<file path="src/rtl/lu_cache_ctrl.sv">
// lu_cache_ctrl: LU cache request controller with LRU replacement; optional hit/miss counters under LU_CACHE_STATS_EN
module lu_cache_ctrl #(
  parameter int CELLS     = 4,
  parameter int CELL_SIZE = 8,
  parameter int ADDR_SIZE = 8
) (
  input  logic                       clk,
  input  logic                       reset,
  input  logic                       req_valid,
  output logic                       req_ready,
  input  logic                       req_wr,
  input  logic [ADDR_SIZE-1:0]       req_addr,
  input  logic [CELL_SIZE-1:0]       req_data,
  output logic [ADDR_SIZE-1:0]       check_addr,
  input  logic [CELLS-1:0]           cell_eq,
  input  logic [CELLS*CELL_SIZE-1:0] cell_rdata,
  output logic [CELLS-1:0]           cell_wen,
  output logic [ADDR_SIZE-1:0]       cell_waddr,
  output logic [CELL_SIZE-1:0]       cell_wdata,
  output logic                       rsp_valid,
  output logic                       rsp_hit,
`ifdef LU_CACHE_STATS_EN
  output logic [15:0]                hit_cnt,
  output logic [15:0]                miss_cnt,
`endif
  output logic [CELL_SIZE-1:0]       rsp_data
);
  localparam int AGE_W = $clog2(CELLS);
  typedef enum logic [1:0] {IDLE, LOOKUP, UPDATE} state_t;
  state_t               state_q, state_d;
  logic                 wr_q, wr_d, hit_q, hit_d;
  logic [CELL_SIZE-1:0] data_q, data_d;
  logic [ADDR_SIZE-1:0] check_addr_q, check_addr_d, cell_waddr_q, cell_waddr_d;
  logic [CELL_SIZE-1:0] cell_wdata_q, cell_wdata_d, rsp_data_q, rsp_data_d;
  logic [CELLS-1:0]     cell_wen_q, cell_wen_d, valid_q, valid_d, hitvec;
  logic                 rsp_valid_q, rsp_valid_d, rsp_hit_q, rsp_hit_d;
  logic [AGE_W-1:0]     sel_q, sel_d, idx, victim;
  logic [AGE_W-1:0]     age_q [CELLS];
  logic [AGE_W-1:0]     age_d [CELLS];
`ifdef LU_CACHE_STATS_EN
  logic [15:0]          hit_cnt_q, hit_cnt_d, miss_cnt_q, miss_cnt_d;
`endif
  // lowest-index hit wins on multi-hit; victim is the oldest cell
  always_comb begin
    hitvec = cell_eq & valid_q;
    idx    = '0;
    victim = '0;
    for (int i = CELLS-1; i >= 0; i--) begin
      if (hitvec[i]) idx = AGE_W'(i);
      if (age_q[i] == AGE_W'(CELLS-1)) victim = AGE_W'(i);
    end
  end
  // next-state, registered response/write outputs, LRU and valid maintenance
  always_comb begin
    state_d      = state_q;
    wr_d         = wr_q;
    data_d       = data_q;
    hit_d        = hit_q;
    sel_d        = sel_q;
    check_addr_d = check_addr_q;
    cell_waddr_d = cell_waddr_q;
    cell_wdata_d = cell_wdata_q;
    cell_wen_d   = '0;
    rsp_valid_d  = 1'b0;
    rsp_hit_d    = 1'b0;
    rsp_data_d   = '0;
    valid_d      = valid_q;
    age_d        = age_q;
`ifdef LU_CACHE_STATS_EN
    hit_cnt_d    = hit_cnt_q;
    miss_cnt_d   = miss_cnt_q;
`endif
    case (state_q)
      IDLE: if (req_valid) begin
        wr_d         = req_wr;
        data_d       = req_data;
        check_addr_d = req_addr;
        state_d      = LOOKUP;
      end
      LOOKUP: begin
        hit_d       = |hitvec;
        sel_d       = hit_d ? idx : victim;
        rsp_valid_d = 1'b1;
        rsp_hit_d   = hit_d;
        rsp_data_d  = (hit_d && !wr_q) ? cell_rdata[32'(idx)*CELL_SIZE +: CELL_SIZE] : '0;
        if (wr_q) begin
          cell_wen_d   = CELLS'(1) << sel_d;
          cell_waddr_d = check_addr_q;
          cell_wdata_d = data_q;
        end
`ifdef LU_CACHE_STATS_EN
        if (hit_d && hit_cnt_q != 16'hFFFF) hit_cnt_d = hit_cnt_q + 16'd1;
        if (!hit_d && miss_cnt_q != 16'hFFFF) miss_cnt_d = miss_cnt_q + 16'd1;
`endif
        state_d = UPDATE;
      end
      UPDATE: begin
        if (hit_q || wr_q) begin
          for (int j = 0; j < CELLS; j++)
            if (age_q[j] < age_q[sel_q]) age_d[j] = age_q[j] + 1'b1;
          age_d[sel_q] = '0;
        end
        if (wr_q && !hit_q) valid_d[sel_q] = 1'b1;
        state_d = IDLE;
      end
      default: state_d = IDLE;
    endcase
  end
  // state and datapath registers with synchronous active-low reset
  always_ff @(posedge clk) begin
    if (!reset) begin
      state_q      <= IDLE;
      wr_q         <= 1'b0;
      data_q       <= '0;
      hit_q        <= 1'b0;
      sel_q        <= '0;
      check_addr_q <= '0;
      cell_waddr_q <= '0;
      cell_wdata_q <= '0;
      cell_wen_q   <= '0;
      rsp_valid_q  <= 1'b0;
      rsp_hit_q    <= 1'b0;
      rsp_data_q   <= '0;
      valid_q      <= '0;
      for (int i = 0; i < CELLS; i++) age_q[i] <= AGE_W'(i);
`ifdef LU_CACHE_STATS_EN
      hit_cnt_q    <= '0;
      miss_cnt_q   <= '0;
`endif
    end else begin
      state_q      <= state_d;
      wr_q         <= wr_d;
      data_q       <= data_d;
      hit_q        <= hit_d;
      sel_q        <= sel_d;
      check_addr_q <= check_addr_d;
      cell_waddr_q <= cell_waddr_d;
      cell_wdata_q <= cell_wdata_d;
      cell_wen_q   <= cell_wen_d;
      rsp_valid_q  <= rsp_valid_d;
      rsp_hit_q    <= rsp_hit_d;
      rsp_data_q   <= rsp_data_d;
      valid_q      <= valid_d;
      age_q        <= age_d;
`ifdef LU_CACHE_STATS_EN
      hit_cnt_q    <= hit_cnt_d;
      miss_cnt_q   <= miss_cnt_d;
`endif
    end
  end
  assign req_ready  = state_q == IDLE;
  assign check_addr = check_addr_q;
  assign cell_wen   = cell_wen_q;
  assign cell_waddr = cell_waddr_q;
  assign cell_wdata = cell_wdata_q;
  assign rsp_valid  = rsp_valid_q;
  assign rsp_hit    = rsp_hit_q;
  assign rsp_data   = rsp_data_q;
`ifdef LU_CACHE_STATS_EN
  assign hit_cnt    = hit_cnt_q;
  assign miss_cnt   = miss_cnt_q;
`endif
endmodule

</file>
<file path="config.mk">
export PLATFORM = sky130hd
export DESIGN_NAME = lu_cache_ctrl
export DESIGN_NICKNAME = d
export VERILOG_FILES = /design/src/rtl/lu_cache_ctrl.sv
export SDC_FILE = /design/constraint.sdc
export NUM_CORES = 1
export LEC_CHECK = 0
export CORE_MARGIN = 2
export CORE_UTILIZATION = 48
export DETAILED_ROUTE_END_ITERATION = 8
export PLACE_DENSITY_LB_ADDON = 0.2
export SLEW_MARGIN = 20
export SYNTH_ARGS = -nofsm -noshare
export SYNTH_HDL_FRONTEND = slang
export SYNTH_SLANG_ARGS = --single-unit
export TNS_END_PERCENT = 50
</file>
<file path="constraint.sdc">
create_clock -name clk -period 6.5 [get_ports clk]
set_input_delay 1.3 -clock clk [delete_from_list [all_inputs] [get_ports clk]]
set_output_delay 1.3 -clock clk [all_outputs]
set_load 0.1 [all_outputs]
</file>
# Word-level counts from Yosys, hierarchy flattened
# Cells that the tools add are included.
totals:
  reg_bits: 64
  output_inout_bits: 39
  input_bits: 56
  elab_cells: 90
classes:
  n_shift: 2
  reduce_logical: 16
  magnitude_cmp: 8
  n_addsub: 4
  n_eq_ne: 7
  n_bitwise: 5
  mux: 31
op_table:
  columns: ["operator", "n"]
  rows:
  - ["$mux W2", 25]
  - ["$shiftx A32 B6 Y8", 1]
  - ["$eq A2 B2 Y1 const B", 5]
  - ["$reduce_and A2 Y1", 5]
  - ["$add A2 B1 Y2 const B", 4]
  - ["$and A8 B8 Y8", 1]
  - ["$lt A2 B2 Y1", 4]
  - ["$not A8 Y8", 1]
  - ["$reduce_and A3 Y1", 2]
  - ["$and A4 B4 Y4", 1]
  - ["$bmux W2 S2", 1]
  - ["$demux W2 S2", 1]
  - ["$logic_and A1 B1 Y1", 4]
  - ["$or A4 B4 Y4", 1]
  - ["$pmux W2 S2", 1]
  - ["$reduce_or A4 Y1", 1]
  - ["$shl A1 B2 Y4 const A", 1]
  - ["$ge A3 B3 Y1 const B", 1]
  - ["$lt A2 B3 Y1 const B", 1]
  - ["$lt A3 B1 Y1 const B", 1]
  - ["$not A2 Y3", 1]
  - ["$demux W1 S2", 1]
  - ["$eq A2 B1 Y1 const B", 1]
  - ["$ge A2 B1 Y1 const B", 1]
  - ["other kinds (5)", 7]

# Longest topological paths before layout
depth:
  word_depth: 9
  mapped_depth: 8
  depth_no_buf: 7

# Worst setup path after synthesis
# OpenSTA, ideal clock, no wires.
synth_path:
  path_type: "register to output"
  from: "register state_q[1]"
  to: "output port req_ready"
  t_required_ps: 5200
  arrival_ps: 1606
  n_path_buf: 0
  path_stages_with_launch: 2
  path_slack_ps: 3594
  cell_sequence: "dfxtp_1 -> nor2_1"
synth_between:
  elab_chain_len: 1
synth_rtl:
  columns: ["element", "line", "rtl"]
  rows:
  - ["from (decl)", "30", "state_t state_q, state_d;"]
  - ["from (signal assigned)", "131", "state_q <= state_d;"]
  - ["$logic_not A2 Y1", "151", "assign req_ready = state_q == IDLE;"]
  - ["to (decl)", "10", "output logic req_ready,"]
# No other way between the ends.

# Final worst setup path
layout_path:
  from: "register state_q[0]"
  to: "output port req_ready"
# Same word-level chain as after synthesis.

==> impl_metrics.json <==
{
  "dieArea_um2": 6280,
  "vias_per_cell": 5.26,
  "post-cts-setup-buffer-count": 0,
  "gr-usage-all-layers_pct": 22.7,
  "portBuffers": 94,
  "ir_worst_vdd_mv": 0.181,
  "hold_path_depth": 2,
  "cts_hold_buf": 0,
  "top_usage_layer": "met2",
  "reg2reg_to": "age_q[7]$_SDFFE_PN0P_",
  "diodes": 0,
  "rsz0062_at_grt": "no",
  "drtIter0Drc": 126,
  "drc": 0,
  "met1_usage_pct": 28.3,
  "synthFlopType": "dfxtp_1",
  "final_cell_mix": "clkdlybuf4s50_1, nand2_1, dfxtp_1, a21oi_1, nor2_1",
  "crit_required_ns": 5.20,
  "start_util_pct": 49.6,
  "final_common_cell": "clkdlybuf4s50_1",
  "synth_top_cell_by_area": "dfxtp_1",
  "hold_viol": 0,
  "stdcell_count": 489,
  "totalWireLength_um": 6700,
  "fmax_ghz": 0.302,
  "p_leak_nw": 1.54,
  "tightest_slew_ns": 0.999,
  "use_met3_pct": 5.91,
  "yosysSeqAreaShare_pct": 47.2,
  "ys_ff_latch": 64,
  "synthArstFlopShare_pct": 0,
  "boundaryPins": 95,
  "clock_path_buffers": 2,
  "std_cell_rows": 27,
  "clkLatencyLatePin_ns": 0.35,
  "cp-end-kind": "primary output",
  "cts_tree": "done",
  "drive_gt1_share_pct": 5.28,
  "synth_area_um2": 2720,
  "synth_area_leaders": "dfxtp_1, nand2_1, a21oi_1",
  "rr_worst_depth": 7,
  "r2r_slack_ns": 3.92,
  "grt-ovfl-total": 0,
  "maxCapViolations": 0,
  "reg2reg_from": "sel_q[0]$_SDFFE_PN0N_",
  "use_met2_pct": 36.2,
  "place_ws_ns": 2.87,
  "synth_cell_types": 44,
  "avgSynthCellArea_um2": 8.44,
  "finalClockSkew_ns": 0.00644,
  "cp-start-kind": "flop",
  "first_pass_iters": 4,
  "dp_hpwl_um": 4690,
  "core_area_um2": 5470,
  "syn_to_final_growth_pct": 42.3,
  "slew_headroom_pct": 33.2,
  "crit_type": "flop to primary output",
  "power.density_nw_per_um2": 225,
  "fin_crit_sh_pct": 51.0,
  "drtAntennaViolNets": 0,
  "synth_warnings": 0,
  "drv_slew": 0,
  "synth_edf_count": 0,
  "wire_per_inst_um": 13.7,
  "status": "completed",
  "cp.arrival_ns": 2.02,
  "path_clk_slew_ns": 0.07,
  "grt_pass1_wl_um": 11200,
  "totalPowerFinal_mw": 0.869,
  "dp.cells": 473,
  "final_nets": 476,
  "cts.sinks": 64,
  "postCtsResizedCells": 0,
  "gp_congestion": 0.865,
  "hold_start": "data_q[0]$_SDFFE_PN0P_",
  "finalCriticalPeriod_ns": 3.32,
  "die_width_um": 79.2,
  "fill_cells": 476,
  "root_buffer": "clkbuf_8",
  "worstHoldEndpoint": "cell_wdata[0]$_SDFFE_PN0P_",
  "antenna_found_initial": 0,
  "layout_setup_ws_ns": 3.18,
  "setup_viol": 0,
  "h-tree-depth": 3,
  "hp-class": "flop to flop",
  "hold_slack_ns": 0.451,
  "chipHeight_um": 79.2,
  "grt_max_degree": 44,
  "critPathLaunch": "state_q[0]$_SDFFE_PN0P_",
  "worst-path-max-fanout": 3,
  "cts_buffers": 9,
  "tns_ns": 0,
  "grt_pass1_vias": 2469,
  "fin_util_pct": 70.6,
  "syn_nets": 386,
  "routed-via-count": 2572,
  "synth_top_area_share_pct": 47.2,
  "syn_inst": 322,
  "stdcell_area_um2": 3870,
  "post_dp_cell_area_um2": 3670
}
-- cells in the mapped netlist, types with 3 or more instances --
master,n
nand2_1,85
dfxtp_1,64
a21oi_1,42
nor2_1,22
mux2i_1,18
inv_1,10
clkbuf_1,8
ha_1,8
o22ai_1,8
buf_2,5
o21ai_0,5
a31oi_1,4
and2_1,3
nor3_1,3
-- worst max-delay path by stage --
stage	slack [ns]	to	cells after the start
2_1_floorplan	3.59	req_ready	1
3_3_place_gp	2.91	age_q[1]$_SDFFE_PN1P_	4
3_5_place_dp	2.87	age_q[1]$_SDFFE_PN1P_	4
4_1_cts	3.17	req_ready	2
5_1_grt	3.13	req_ready	2
6_report	3.18	req_ready	2
-- logic make-up after synthesis --
kind of cell,share of synthesized area [%]
flops,47.2
buf+inv,4.56
fa+ha+maj,3.69
compound gates,16.7
simple gates,19.4
mux,8.43
-- state kept, by name, indices dropped and copies added (netlist names) --
name        count
data_q          8
check_addr      8
rsp_hit         1
rsp_valid       1
state_q         2
rsp_data        8
hit_q           1
sel_q           2
valid_q         4
age_q           8
wr_q            1
cell_wen        4
cell_wdata      8
cell_waddr      8
-- report_power, final --
part / switching [mW] / leakage [nW] / internal (mW)
clock network: 0.162 / 0.0952 / 0.177
registers: 0.00837 / 0.519 / 0.401
logic: 0.0687 / 0.928 / 0.0512
-- metal layers --
metal,routed length (um),vias to the layer above
li1,-,1295
met5,0,-
met3,496,11
met1,3020,1183
met4,121,0
met2,3060,83
-- critical path, stage by stage, from the launching register on --
cell	delay, ns
dfxtp_1	0.31
nor2_1	0.19
clkdlybuf4s50_1	1.17
-- final cells by class --
type | instances | area (um2) | area share [%]
multi-input cells | 231 | 1310 | 33.9
flip-flops and latches | 64 | 1280 | 33.1
repair buffers | 94 | 941 | 24.3
clock buffers | 9 | 124 | 3.20
well taps | 72 | 90.1 | 2.33
clock inverters | 7 | 72.6 | 1.88
inverters | 12 | 46.3 | 1.20
Note: power is estimated with default switching activity, not from simulation.
==> patch 1, RTL diff (config.mk and constraints unchanged) <==
Change the parameter `CELLS` from 4 to 8.
--- a/src/rtl/lu_cache_ctrl.sv
+++ b/src/rtl/lu_cache_ctrl.sv
@@ -1,6 +1,6 @@
 // lu_cache_ctrl: LU cache request controller with LRU replacement; optional hit/miss counters under LU_CACHE_STATS_EN
 module lu_cache_ctrl #(
-  parameter int CELLS     = 4,
+  parameter int CELLS     = 8,
   parameter int CELL_SIZE = 8,
   parameter int ADDR_SIZE = 8
 ) (
Ports: changed (resized cell_eq, cell_rdata and cell_wen); port bits go from 95 to 135. The function was not compared with the original's and may differ.
==> patch 1 against the original RTL <==
  * Clock power is 10% higher
  * Routed wire length is 97% higher
  * Count of clock-buffer cells in the layout stayed put
  * Design area is 63% higher
  * Sequential power is 39% higher
  * Critical path depth is 9 higher
  * Combinational power is 59% higher
  * Core utilization is 5.5 points lower
  * Worst setup slack worse by 0.27 ns
  * Fmax is 7.4% lower
  * Power is 31% higher
  * Synthesized area is 73% higher
  * Clock skew is 0.0044 ns higher
  * Sequential cell count is 25 higher
  * Critical path type is now register to register
==> patch 1: results (changes against the original RTL) <==
cp_slowest_stage_delay_ns: 0.79  # -0.38 ns
drtPass1Iterations: 5  # +1
buffers_excl_clock: 136  # +45%
avgViaCountPerCell: 5.52  # +5.0%
met3_usage: 0.0732  # +0.0141
worstHoldPathType: "register to register"
comb.multi_input.count: 446  # +93%
fin_cells: 827  # +69%
dr.first_iter.drc_count: 296  # +130%
met1_usage: 0.316  # +0.0332
ys_seq_area_frac: 0.380  # -0.0918
seq_share: 0.284  # -0.0478
met2RoutedLength_um: 6060  # +98%
fin_area_um2: 6280  # +63%
synth.top_cells.by_count: "nand2_1 (152), dfxtp_1 (89), a21boi_0 (33)"
cts_setup_buffers: 0  # unchanged
clk_share: 0.0295  # -0.0213
worstPathArrival_ns: 3.90  # +1.88 ns
grt_use_met2: 0.410  # +0.0484
cts_buffers: 9  # unchanged
grt_pass1_vias: 4392  # +78%
dp_hpwl_um: 9630  # +110%
outcome: "completed"
place_ws_ns: 2.98  # +0.106 ns
multi_input_area_share: 0.440  # +0.101
place_congestion: 0.884  # +2.1%
placed_area_um2: 6100  # +66%
slew_headroom: 0.290  # -0.0417
dr_wl_met3_um: 1020  # +100%
wl_per_cell_um: 15.9  # +16%
inv_count: 7  # -5
area_growth_pct: 34.0
clock_power_share: 0.330  # -0.060
peakVddDrop_uv: 138  # -24%
nets: 813  # +71%
synthTopCellsByArea: "dfxtp_1 (38%), nand2_1 (12%), ha_1 (8.5%)"
intPower_mw: 0.796  # +26%
critPathSlowestCell: "dfxtp_1"
fillers: 856  # +80%
power.leakage_nw: 2.49  # +61%
clk_pin_slew_worst_paths_ns: 0.10  # +0.03 ns
numPortBuffers: 134  # +43%
power_density_nw_per_um2: 180  # -20%
grt_max_degree: 71  # +61%
clk_latency_ns: 0.38  # +0.03 ns
grt_pass1_wl_um: 20700  # +86%
synth_nets: 695  # +80%
drive_gt1_frac: 0.0461  # -0.00665
synth_cells: 571  # +77%
ys_types: 51  # +16%
powerSeq_mw: 0.569  # +39%
buffer_area_frac: 0.216  # -0.0275
crit_family: "simple AND/OR/NAND/NOR gates"
crit_path_max_fanout: 17  # +14
seq_cells: 89  # +39%
skew_ns: 0.0108  # +0.00439 ns
clockBufferDepth: 2  # unchanged
grtUsageTotal: 0.251  # +0.0244
drt-met1-wl_um: 5780  # +91%
[patch 1: cells by family (layout without fill, tap and decap cells)]
logic type	Yosys count	after routing	synth area share
muxes	23	23	0.0573
adders and majority gates	32	32	0.0854
buffers and inverters	36	159	0.0301
AOI/OAI and AO/OA	121	121	0.185
DFF	89	89	0.380
and+or+nand+nor	270	270	0.263
[patch 1: path summary, 6_finish.rpt]
kind | cells after the start | end | slack [ns] | start
worst min-delay path | 2 | cell_wdata[1]$_SDFFE_PN0P_ | 0.47 | data_q[1]$_SDFFE_PN0P_
worst min register to register | 2 | cell_wdata[1]$_SDFFE_PN0P_ | 0.47 | data_q[1]$_SDFFE_PN0P_
worst max register to register | 11 | age_q[3]$_SDFFE_PN0P_ | 2.92 | sel_q[1]$_SDFFE_PN0P_
worst max-delay path | 11 | age_q[3]$_SDFFE_PN0P_ | 2.92 | sel_q[1]$_SDFFE_PN0P_
==> patch 2, RTL diff (config.mk and constraints unchanged) <==
Made on the original files. Reset style: asynchronous (`reset`), changed in one clocked block. Comments in the files are not updated.
--- a/src/rtl/lu_cache_ctrl.sv
+++ b/src/rtl/lu_cache_ctrl.sv
@@ -107,7 +107,7 @@
     endcase
   end
   // state and datapath registers with synchronous active-low reset
-  always_ff @(posedge clk) begin
+  always_ff @(posedge clk or negedge reset) begin
     if (!reset) begin
       state_q      <= IDLE;
       wr_q         <= 1'b0;
Function: differs if reset is asserted again (counterexample within 4 cycles, from zero or initial values and one cycle with reset low); with reset held inactive, the same outputs for 10 cycles.
==> patch 2 against the original RTL <==
  * Synthesized area grew 17%
  * Worst setup slack got worse by 0.042 ns
  * Sequential cell count unchanged
  * Fmax decreased by 1.3%
  * Via count rose by 1.4%
  * Register-to-register slack improved by 0.12 ns
  * Design area grew 12%
  * Routed wire length increased by 15%
  * Cell count fell by 9.4%
Power is not compared: it rests on default switching activity, and its combinational part moved more than twofold at a synthesized area within 25%.
==> patch 2: results (changes against the original RTL) <==
outcome: "completed"
synth_nets: 335  # -13%
synthAdderAreaFrac: 0.0315  # -0.00538
synth_compound_area_frac: 0.142  # -0.0248
ys_seq_area_frac: 0.505  # +0.0334
crit_path_max_fanout: 4  # +1
grt_max_degree: 65  # +48%
dp_hpwl_um: 5090  # +8.5%
switching_share: 0.504
drive_gt1_frac: 0.175  # +0.122
numPortBuffers: 94  # unchanged
synthTopCellsByArea: "dfrtp_1 (47%), mux2_2 (12%), dfstp_2 (3.3%)"
clock_sinks: 64  # unchanged
synth.top_cells.by_count: "dfrtp_1 (60), mux2_2 (34), nand2_1 (13)"
wl_per_cell_um: 17.4  # +27%
ys.flop_type: "dfrtp_1"
synth-xor-area-share: 0  # unchanged
syn_area_per_cell_um2: 11.7  # +39%
place_ws_ns: 3.46  # +0.583 ns
skew_ns: 0.00953  # +0.00309 ns
worstPathArrival_ns: 2.06  # +0.04 ns
synth.area.mux_share: 0.134  # +0.0495
place_congestion: 0.834  # -3.6%
nets: 425  # -11%
synthArstFlopShare: 1.00  # +1.00
ys_types: 53  # +20%
clockBufferDepth: 2  # unchanged
grt_pass1_wl_um: 12600  # +12%
antenna_found_initial: 0  # unchanged
placed_area_um2: 4130  # +13%
grt_pass1_vias: 2644  # +7.1%
cts_root_buffer: "clkbuf_8"
avgViaCountPerCell: 5.89  # +12%
tightestPinTransition_ns: 1.02  # +0.0225 ns
grtUsageTotal: 0.219  # -0.00779
fin_cells: 443  # -9.4%
cts_resized: 0  # unchanged
dr.first_iter.drc_count: 239  # +90%
## patch 2: cell types whose count changed after synthesis, sizes merged, moves of 14 or more
cell and change:
nor2 -14, nand2 -73, mux2 +34, dfrtp +60, a21oi -35, dfxtp -64
mux2i -16
## patch 2: cell families (layout without fill, tap and decap cells)
logic type	Yosys count	after routing
AND/OR/NAND/NOR	77	77
flip-flops	64	64
AO/OA/AOI/OAI	60	60
multiplexers	37	37
buffers and inverters	25	120
adder cells (fa/ha/maj)	8	8
## patch 2: path summary, 6_finish.rpt
path                                      startpoint                   endpoint  slack (ns)  cells past startpoint
max                           state_q[0]$_DFFE_PN0P_                  req_ready        3.14                      2
min                        cell_wdata[1]$_DFFE_PN0P_  cell_wdata[1]$_DFFE_PN0P_        0.51                      1
max reg2reg                     sel_q[0]$_DFFE_PN0P_       age_q[3]$_DFFE_PN1P_        4.04                      6
min reg2reg                cell_wdata[1]$_DFFE_PN0P_  cell_wdata[1]$_DFFE_PN0P_        0.51                      1
max in group asynchronous                      reset      rsp_data[5]$_DFF_PN0_        4.85                      2
min in group asynchronous                      reset  cell_waddr[6]$_DFFE_PN0P_        1.12                      2
## patch 2: metal layers
metal | track usage | routed length (um) | vias to the layer above
met5 | 0 | 0 | -
met4 | 0.0924 | 136 | 0
met3 | 0.0691 | 603 | 11
met2 | 0.341 | 3580 | 91
met1 | 0.284 | 3390 | 1292
li1 | - | - | 1214
## patch 2: cell type report
type	instances	area, um^2
tap	77	96.3
fill	479	2050
clock inverter	7	71.3
clock buffer	9	124
inverter	9	33.8
sequential	64	1610
timing repair buffer	95	943
multi-input combinational	182	1460
## patch 2: through the flow
step / hold WS (ns) / total power [mW]
after floorplan: 0.464 / 1.30
after global placement: 0.486 / 1.53
after detailed placement: 0.492 / 1.53
after CTS: 0.512 / 1.88
after global routing: 0.530 / 1.95
final: 0.510 / 1.87
## patch 2: worst max-delay path, stage by stage (launching register included)
cell and delay (ns):
dfrtp_1 0.40, nor2_1 0.16, clkdlybuf4s50_1 1.16
## patch 2: power by group through the flow
stage               clock network, mW  registers, mW  logic (mW)
finish                          0.341          0.577       0.954
floorplan                           0           1.08       0.221
global route                    0.366          0.593       0.989
global placement                    0          0.577       0.950
CTS                             0.348          0.576       0.957
detailed placement                  0          0.581       0.952
